**config.mk**
```make
export PLATFORM = sky130hd
export DESIGN_NAME = fetch_stage
export DESIGN_NICKNAME = d
export VERILOG_FILES = /design/src/rtl/fetch_stage_pkg.sv /design/src/rtl/fetch_fifo2.sv /design/src/rtl/fetch_stage.sv
export SDC_FILE = /design/constraint.sdc
export NUM_CORES = 1
export LEC_CHECK = 0
export BUFFER_PORTS_ARGS = -buffer_cell sky130_fd_sc_hd__clkbuf_2
export CAP_MARGIN = 5
export CORE_UTILIZATION = 48
export DETAILED_ROUTE_END_ITERATION = 6
export PLACE_DENSITY = 0.87
export RECOVER_POWER = 100
export SYNTH_ARGS = -nofsm -noshare
export SYNTH_HDL_FRONTEND = slang
export SYNTH_SLANG_ARGS = --single-unit
```
**constraint.sdc**
```tcl
create_clock -name clk -period 4.4 [get_ports clk]
set_input_delay 0.66 -clock clk [delete_from_list [all_inputs] [get_ports clk]]
set_output_delay 0.66 -clock clk [all_outputs]
set_load 0.01 [all_outputs]
```
**src/rtl/fetch_stage_pkg.sv**
```systemverilog
// Shared widths, the NOP encoding and the credit helper for the fetch stage.
package fetch_stage_pkg;

  localparam int ADDR_W_DEF  = 16;
  localparam int INSTR_W_DEF = 32;
  localparam logic [31:0] NOP = 32'h0000_0000;

  // Slots committed next cycle: queued words plus the in-flight read, minus a word leaving now.
  function automatic logic [2:0] credit_used(input logic [1:0] count,
                                             input logic       req,
                                             input logic       pop);
    return {1'b0, count} + {2'b00, req} - {2'b00, pop};
  endfunction

endpackage

```
**src/rtl/fetch_fifo2.sv**
```systemverilog
// Two-entry FIFO holding fetched {instr, pc} words; flush empties it in one cycle.
module fetch_fifo2 #(
  parameter int W = 48
) (
  input  logic         clk,
  input  logic         rst,
  input  logic         push,
  input  logic         pop,
  input  logic         flush,
  input  logic [W-1:0] din,
  output logic [1:0]   count,
  output logic [W-1:0] head
);

  logic [W-1:0] mem_q [2];
  logic [W-1:0] mem_d [2];
  logic         wr_q, wr_d;
  logic         rd_q, rd_d;
  logic [1:0]   count_q, count_d;

  always_comb begin
    mem_d   = mem_q;
    wr_d    = wr_q;
    rd_d    = rd_q;
    count_d = count_q;
    if (flush) begin
      wr_d    = 1'b0;
      rd_d    = 1'b0;
      count_d = 2'd0;
    end else begin
      if (push) begin
        mem_d[wr_q] = din;
        wr_d        = ~wr_q;
      end
      if (pop) begin
        rd_d = ~rd_q;
      end
      count_d = count_q + {1'b0, push} - {1'b0, pop};
    end
  end

  always_ff @(posedge clk) begin
    if (rst) begin
      mem_q[0] <= '0;
      mem_q[1] <= '0;
      wr_q     <= 1'b0;
      rd_q     <= 1'b0;
      count_q  <= 2'd0;
    end else begin
      mem_q   <= mem_d;
      wr_q    <= wr_d;
      rd_q    <= rd_d;
      count_q <= count_d;
    end
  end

  // The credit rule in the parent must keep a full queue from ever seeing a push.
  always_ff @(posedge clk) begin
    if (!rst && !flush) begin
      assert (!(push && count_q == 2'd2));
    end
  end

  assign count = count_q;
  assign head  = mem_q[rd_q];

endmodule

```
**src/rtl/fetch_stage.sv**
```systemverilog
// Instruction fetch: drives the PC, tracks one in-flight imem read, queues words for decode.
module fetch_stage
  import fetch_stage_pkg::*;
#(
  parameter int ADDR_W  = ADDR_W_DEF,
  parameter int INSTR_W = INSTR_W_DEF
) (
  input  logic               clk,
  input  logic               rst,
  input  logic [ADDR_W-1:0]  pc_q,
  output logic               pc_en,
  output logic               pc_aload,
  output logic [ADDR_W-1:0]  pc_d,
  output logic [ADDR_W-1:0]  imem_addr,
  input  logic [INSTR_W-1:0] imem_rdata,
  input  logic               redir_valid,
  input  logic [ADDR_W-1:0]  redir_addr,
  output logic               if_valid,
  input  logic               if_ready,
  output logic [INSTR_W-1:0] if_instr,
  output logic [ADDR_W-1:0]  if_pc
);

  localparam int ENT_W = INSTR_W + ADDR_W;

  logic              req_q, req_d;
  logic [ADDR_W-1:0] req_pc_q, req_pc_d;
  logic [1:0]        count;
  logic [ENT_W-1:0]  head;
  logic              pop, issue, redir;

  // Issue stage: address goes out on pc_q, PC steps unless a redirect reloads it.
  always_comb begin
    redir    = redir_valid & ~rst;
    pop      = (count != 2'd0) & if_ready & ~rst;
    issue    = ~rst & ~redir_valid & (credit_used(count, req_q, pop) <= 3'd1);
    req_d    = issue;
    req_pc_d = issue ? pc_q : req_pc_q;
  end

  always_ff @(posedge clk) begin
    if (rst) begin
      req_q <= 1'b0;
    end else begin
      req_q <= req_d;
    end
  end

  always_ff @(posedge clk) begin
    req_pc_q <= req_pc_d;
  end

  // Return stage: registered read data lands in the queue unless a redirect discards it.
  fetch_fifo2 #(.W(ENT_W)) u_fifo (
    .clk   (clk),
    .rst   (rst),
    .push  (req_q),
    .pop   (pop),
    .flush (redir),
    .din   ({imem_rdata, req_pc_q}),
    .count (count),
    .head  (head)
  );

  assign pc_en     = issue;
  assign pc_aload  = redir;
  assign pc_d      = rst ? '0 : redir_addr;
  assign imem_addr = pc_q;
  assign if_valid  = ~rst & (count != 2'd0);
  assign if_instr  = rst ? INSTR_W'(NOP) : head[ENT_W-1:ADDR_W];
  assign if_pc     = rst ? '0 : head[ADDR_W-1:0];

endmodule
```
==> impl_metrics.env, run 1 <==
export IMPL_yosys_cell_types_count=23
export IMPL_finalSetupViolations=0
export IMPL_synth_compound_area_share_pct=0.0886
export IMPL_hpwlAfterDp_um=7860
export IMPL_worst_path_largest_cell_delay_ps=1440
export IMPL_ys_ff_latch=117
export IMPL_synth_nets=623
export IMPL_pwr_density_cell_mw_per_mm2=385
export IMPL_worstPathArrival_ps=2750
export IMPL_grt_max_degree=136
export IMPL_relSlewSlack_pct=-28.3
export IMPL_final_util_pct=58.7
export IMPL_synthTopCellsByArea="dfxtp_1 (36%), mux2i_1 (26%), nand2b_1 (16%)"
export IMPL_crit_path_end_kind="output port"
export IMPL_cts_buffers=17
export IMPL_clk_pin_slew_worst_paths_ps=50
export IMPL_wl_per_cell_um=14.2
export IMPL_violations="capacitance limit, slew limit"
export IMPL_io_buffers=150
export IMPL_syn_area_mm2=0.00565
export IMPL_critical_path_class="primary input to output port"
export IMPL_clk_insertion_delay_late_ps=410
export IMPL_yosysSeqAreaShare_pct=44.3
export IMPL_clockBufferDepth=2
export IMPL_die_x_um=110
export IMPL_ant_nets=0
export IMPL_nNetsFinal=742
export IMPL_via_per_inst=4.96
export IMPL_hold_violations=0
export IMPL_place_inst=795
export IMPL_cts_tree="yes"
export IMPL_max_vdd_ir_drop_uv=270
export IMPL_finalCritPeriodShare_pct=77.4
export IMPL_route_vias_total=4098
export IMPL_post_route_drc_count=0
export IMPL_die_area_mm2=0.0122
export IMPL_r2r_cells=8
export IMPL_dr_pass1_iters=4
export IMPL_initial_utilization_pct=49.3
export IMPL_fmax_ghz=0.293
export IMPL_crit_chain="clkbuf_1, clkbuf_2, nor2_1, clkbuf_1"
export IMPL_tightestPinTransition_ps=1930
export IMPL_cts_resized=0
export IMPL_synthAdderAreaFrac_pct=0.797
export IMPL_post_cts_buffers=0
export IMPL_drive_above_1_share_pct=14.3
export IMPL_rows=39
export IMPL_pre_cts_slack_ps=1330
export IMPL_fin_crit_ps=3410
export IMPL_synth_warnings=0
export IMPL_htreeDepth=4
export IMPL_path_common_cell="clkbuf_1"
export IMPL_crit_fanout=135
export IMPL_synthSimpleGateAreaFrac_pct=22.7
export IMPL_synth_top_family_by_area="multiplexers"
export IMPL_crit_slowest_cell="clkbuf_2"
export IMPL_reg2reg_slack_ps=1320
export IMPL_syn_instance_count=552
export IMPL_io_pin_count=151
export IMPL_routed_wl_um=11800
export IMPL_maxSlewViolCount=192
export IMPL_critPathLaunchType="primary input"
export IMPL_setup_tns_ps=0
export IMPL_synth_top_area_share_pct=35.8
export IMPL_place_gp_congestion=0.694
export IMPL_core_area_mm2=0.0115
export IMPL_synth_avg_cell_area_um2=10.2
export IMPL_die_height_um=110
export IMPL_hp_class="primary input to flip-flop"
export IMPL_hold_path_depth=1
export IMPL_grt_overflow_total=0
export IMPL_drtIter0Drc=151
export IMPL_worst_slack_ps=993
export IMPL_power_leakage_nw=2.67
export IMPL_grt_setup_unrepaired="false"
export IMPL_grt_pass1_vias=4138
export IMPL_clock_root_buffer="clkbuf_16"
export IMPL_synth_area_leader_cell="dfxtp_1"
export IMPL_grt_pass1_wl_um=19400
export IMPL_final_cells=827
export IMPL_yosys_area_share_xor_xnor_pct=0.310
export IMPL_antenna_found_initial=0
export IMPL_area_growth_pct=19.2
export IMPL_n_fill_cell=1013
export IMPL_worstPathRequired_ps=3740
export IMPL_finalPower_mw=2.59
export IMPL_clock_sinks=117
export IMPL_muxShareOfSynthArea_pct=25.7
export IMPL_holdBufCountCts=0
export IMPL_track_usage_pct=19.9
export IMPL_antenna_cells=0
export IMPL_maxCapViolations=3
export IMPL_status="finished, violations left"
export IMPL_fin_worst_skew_ps=12.8
[power breakdown]
part	switching (mW)	total, mW	internal [mW]
Sequential	0.0161	1.13	1.11
Clock	0.483	1.25	0.771
Combinational	0.111	0.208	0.0971
Total	0.610	2.59	1.98
[flip-flops by register name (all words and copies together), names as in the netlist]
signal	flops
u_fifo.mem_q	96
req_pc_q	16
u_fifo.wr_q	1
u_fifo.count	2
req_q	1
u_fifo.rd_q	1
[worst max-delay path, delay by kind of cell]
family                 cells  cell delay (ps)
buffers and inverters      3             1870
and+or+nand+nor            1              170
[metal layers]
| metal | global-route usage, % | share of wire [%] | vias up |
|---|---|---|---|
| li1 | - | - | 2044 |
| met1 | 23.2 | 45 | 1922 |
| met2 | 35.1 | 50 | 121 |
| met3 | 4.77 | 4.2 | 11 |
| met4 | 7.20 | 0.78 | 0 |
| met5 | 0 | 0 | - |
[Yosys cell counts]
| library cell | n |
|---|---|
| fa_1 | 1 |
| buf_4 | 18 |
| xnor2_1 | 2 |
| clkbuf_1 | 17 |
| and3b_1 | 1 |
| nor3b_1 | 4 |
| nor3b_2 | 1 |
| nor3_1 | 2 |
| nor4_1 | 2 |
| dfxtp_1 | 101 |
| inv_1 | 4 |
| nor2b_1 | 17 |
| mux2i_1 | 144 |
| buf_2 | 19 |
| or3b_1 | 1 |
| nand2b_1 | 144 |
| mux2_2 | 1 |
| buf_6 | 3 |
| edfxtp_1 | 16 |
| nand3b_1 | 1 |
| o21ai_0 | 1 |
| nor2_1 | 50 |
| ha_1 | 2 |
[final cells by class]
class	instances	area [µm²]	area share, %
Clock buffer	19	433	6.43
Clock inverter	13	111	1.65
Inverter	4	15.0	0.223
Multi-Input combinational cell	374	2810	41.7
Sequential cell	117	2500	37.1
Tap cell	143	179	2.66
Timing Repair Buffer	157	684	10.2
[through the flow]
step	hold WS (ps)	instance area, µm²
6_report	439	6740
3_3_place_gp	457	6330
5_1_grt	425	6740
2_1_floorplan	448	5660
3_5_place_dp	465	6330
4_1_cts	429	6880
[cell usage in the layout, fill, tap and decap left out]
cell type	synthesis	layout
nand2b_1	144	144
clkinvlp_4	0	4
inv_1	4	4
nor2_1	50	50
buf_4	18	5
and3b_1	1	1
or3b_1	1	1
dfxtp_1	101	101
nor3b_1	4	4
xnor2_1	2	2
o21ai_0	1	1
clkinv_2	0	5
clkbuf_16	0	17
nor4_1	2	2
nor3b_4	0	1
mux2_2	1	1
nor2b_1	17	17
clkinv_4	0	3
clkbuf_1	17	93
clkbuf_2	0	61
edfxtp_1	16	16
bufinv_16	0	1
nor3_1	2	2
nand3b_1	1	1
fa_1	1	1
mux2i_1	144	144
ha_1	2	2
[cells by family after synthesis]
logic type                 count (synthesis)
buffers and inverters                     61
muxes                                    145
AOI/OAI and AO/OA                          1
adders and majority gates                  3
DFF                                      117
and+or+nand+nor                          223
xor gates and xnor gates                   2
[path summary, 6_finish.rpt]
path,startpoint,endpoint
worst max-delay path,rst,if_instr[7]
worst min-delay path,pc_q[8],req_pc_q[8]$_DFFE_PP_
worst min register to register,u_fifo.mem_q[23]$_SDFFE_PP0P_,u_fifo.mem_q[23]$_SDFFE_PP0P_
worst max register to register,u_fifo.count[1]$_SDFF_PP0_,req_pc_q[11]$_DFFE_PP_
(Power assumes the default switching activity.)
==> run 2: changes to the inputs <==
- clock period: 4.4 -> 2.9 ns (I/O delays scaled with it)
==> impl_metrics.env, run 2 (synthesis results as in run 1) <==
export IMPL_status="finished, violations left"
export IMPL_violations="capacitance limit, slew limit"
export IMPL_pwr_density_cell_mw_per_mm2=607
export IMPL_final_util_pct=60.8
export IMPL_grt_pass1_wl_um=19000
export IMPL_wl_per_cell_um=13.7
export IMPL_core_area_mm2=0.0115
export IMPL_drtIter0Drc=213
export IMPL_drive_above_1_share_pct=24.8
export IMPL_grt_pass1_vias=4155
export IMPL_cpLargestDelayFamily="adder cells"
export IMPL_hpwlAfterDp_um=7410
export IMPL_crit_chain="nor2_4, nor3b_2, ha_1, inv_1, ha_2, fa_2, xnor2_2, nor4_4, buf_2"
export IMPL_tightestPinTransition_ps=1680
export IMPL_worstPathArrival_ps=2450
export IMPL_fmax_ghz=0.347
export IMPL_die_area_mm2=0.0122
export IMPL_grt_setup_unrepaired="true"
export IMPL_grt_max_degree=218
export IMPL_clk_insertion_delay_late_ps=400
export IMPL_ant_nets=0
export IMPL_finalSetupViolations=0
export IMPL_crit_path_end_kind="output port"
export IMPL_worst_path_buf_inv=2
export IMPL_fin_worst_skew_ps=6.92
export IMPL_maxSlewViolCount=44
export IMPL_via_per_inst=4.93
export IMPL_worst_path_largest_cell_delay_ps=350
export IMPL_crit_slowest_cell="fa_2"
export IMPL_hp_class="primary input to flip-flop"
export IMPL_clock_sinks=117
export IMPL_crit_fanout=3
export IMPL_cts_tree="yes"
export IMPL_regArea_mm2=0.00251
export IMPL_area_growth_pct=23.3
export IMPL_antenna_found_initial=0
export IMPL_finalCritPeriodShare_pct=99.5
export IMPL_max_vdd_ir_drop_uv=405
export IMPL_grt_overflow_total=0
export IMPL_antenna_cells=0
export IMPL_power_leakage_nw=2.95
export IMPL_relSlewSlack_pct=-12.0
export IMPL_track_usage_pct=19.0
export IMPL_route_vias_total=4084
export IMPL_dr_pass1_iters=5
export IMPL_rows=39
export IMPL_multi_input_area_mm2=0.00284
export IMPL_io_buffers=150
export IMPL_initial_utilization_pct=49.3
export IMPL_hold_violations=0
export IMPL_clockBufferDepth=2
export IMPL_worstPathRequired_ps=2470
export IMPL_clock_root_buffer="clkbuf_16"
export IMPL_clk_pin_slew_worst_paths_ps=60
export IMPL_place_gp_congestion=0.684
export IMPL_fin_crit_ps=2880
export IMPL_n_fill_cell=937
export IMPL_post_route_drc_count=0
export IMPL_htreeDepth=4
export IMPL_finalPower_mw=4.23
export IMPL_critPathLaunchType="flip-flop"
export IMPL_largest_reg_flops=96
export IMPL_nNetsFinal=743
export IMPL_io_pin_count=151
export IMPL_maxCapViolations=2
export IMPL_critical_path_class="flip-flop to output port"
export IMPL_die_x_um=110
export IMPL_final_cell_mix="mux2i_1 (144), nand2b_1 (144), clkbuf_2 (120)"
export IMPL_die_height_um=110
export IMPL_top_register="u_fifo.mem_q"
export IMPL_routed_wl_um=11400
export IMPL_cts_buffers=17
export IMPL_reg2reg_slack_ps=420
[run 2: changes by cell type in the layout (fill, tap and decap cells not counted), moves of 2 or more]
cell,delta
clkbuf_2,+59
clkinv_2,-4
buf_12,+2
clkinvlp_4,-3
inv_6,+4
dfxtp_1,-3
dfxtp_4,+2
bufinv_16,+3
clkbuf_1,-62
[run 2: layer usage]
layer	vias up	part of all wire [%]	global-route usage, %
met5	-	0	0
met3	7	4.2	5.71
met1	1923	44	22.2
met2	108	51	33.5
met4	0	0.69	5.24
li1	2046	-	-
[run 2: cell type report]
| type | count | share of cell area [%] |
|---|---|---|
| sequential | 117 | 36.0 |
| clock inverter | 14 | 2.84 |
| multi-input combinational | 374 | 40.8 |
| clock buffer | 18 | 6.16 |
| inverter | 4 | 0.215 |
| timing repair buffer | 158 | 11.4 |
| tap | 143 | 2.57 |
[run 2: repair_timing]
| item | 4_1_cts | 5_1_grt |
|---|---|---|
| gates resized for setup | 7 | 1 |
| hold buffers | 0 | 0 |
| setup endpoints to repair | 1 | 1 |
| gates cloned | 0 | 0 |
| pin swaps | 5 | 1 |
| buffers inserted | 2 | 0 |
[run 2: report_power, final]
group	switching (mW)	internal, mW
Clock	0.744	1.45
Combinational	0.168	0.158
Sequential	0.0243	1.69
[run 2: final timing paths]
path,startpoint,to,depth (start not counted)
setup / recovery,u_fifo.count[0]$_SDFF_PP0_,pc_en,9
hold / removal,pc_q[8],req_pc_q[8]$_DFFE_PP_,1
setup reg to reg,u_fifo.count[0]$_SDFF_PP0_,req_pc_q[0]$_DFFE_PP_,9
hold reg to reg,u_fifo.mem_q[89]$_SDFFE_PP0P_,u_fifo.mem_q[89]$_SDFFE_PP0P_,2
[run 2: per-stage QoR]
stage                     hold WS (ps)  instance area, µm²  setup WS [ps]  setup TNS, ps  instances
after floorplan                    448                5700           -218          -2940        552
after global placement             457                6360            222              0        794
after detailed placement           466                6360            183              0        794
after CTS                          205                7020           2.47              0        828
after global routing               198                6970          -67.7          -67.7        828
final                              223                6970           15.2              0        828
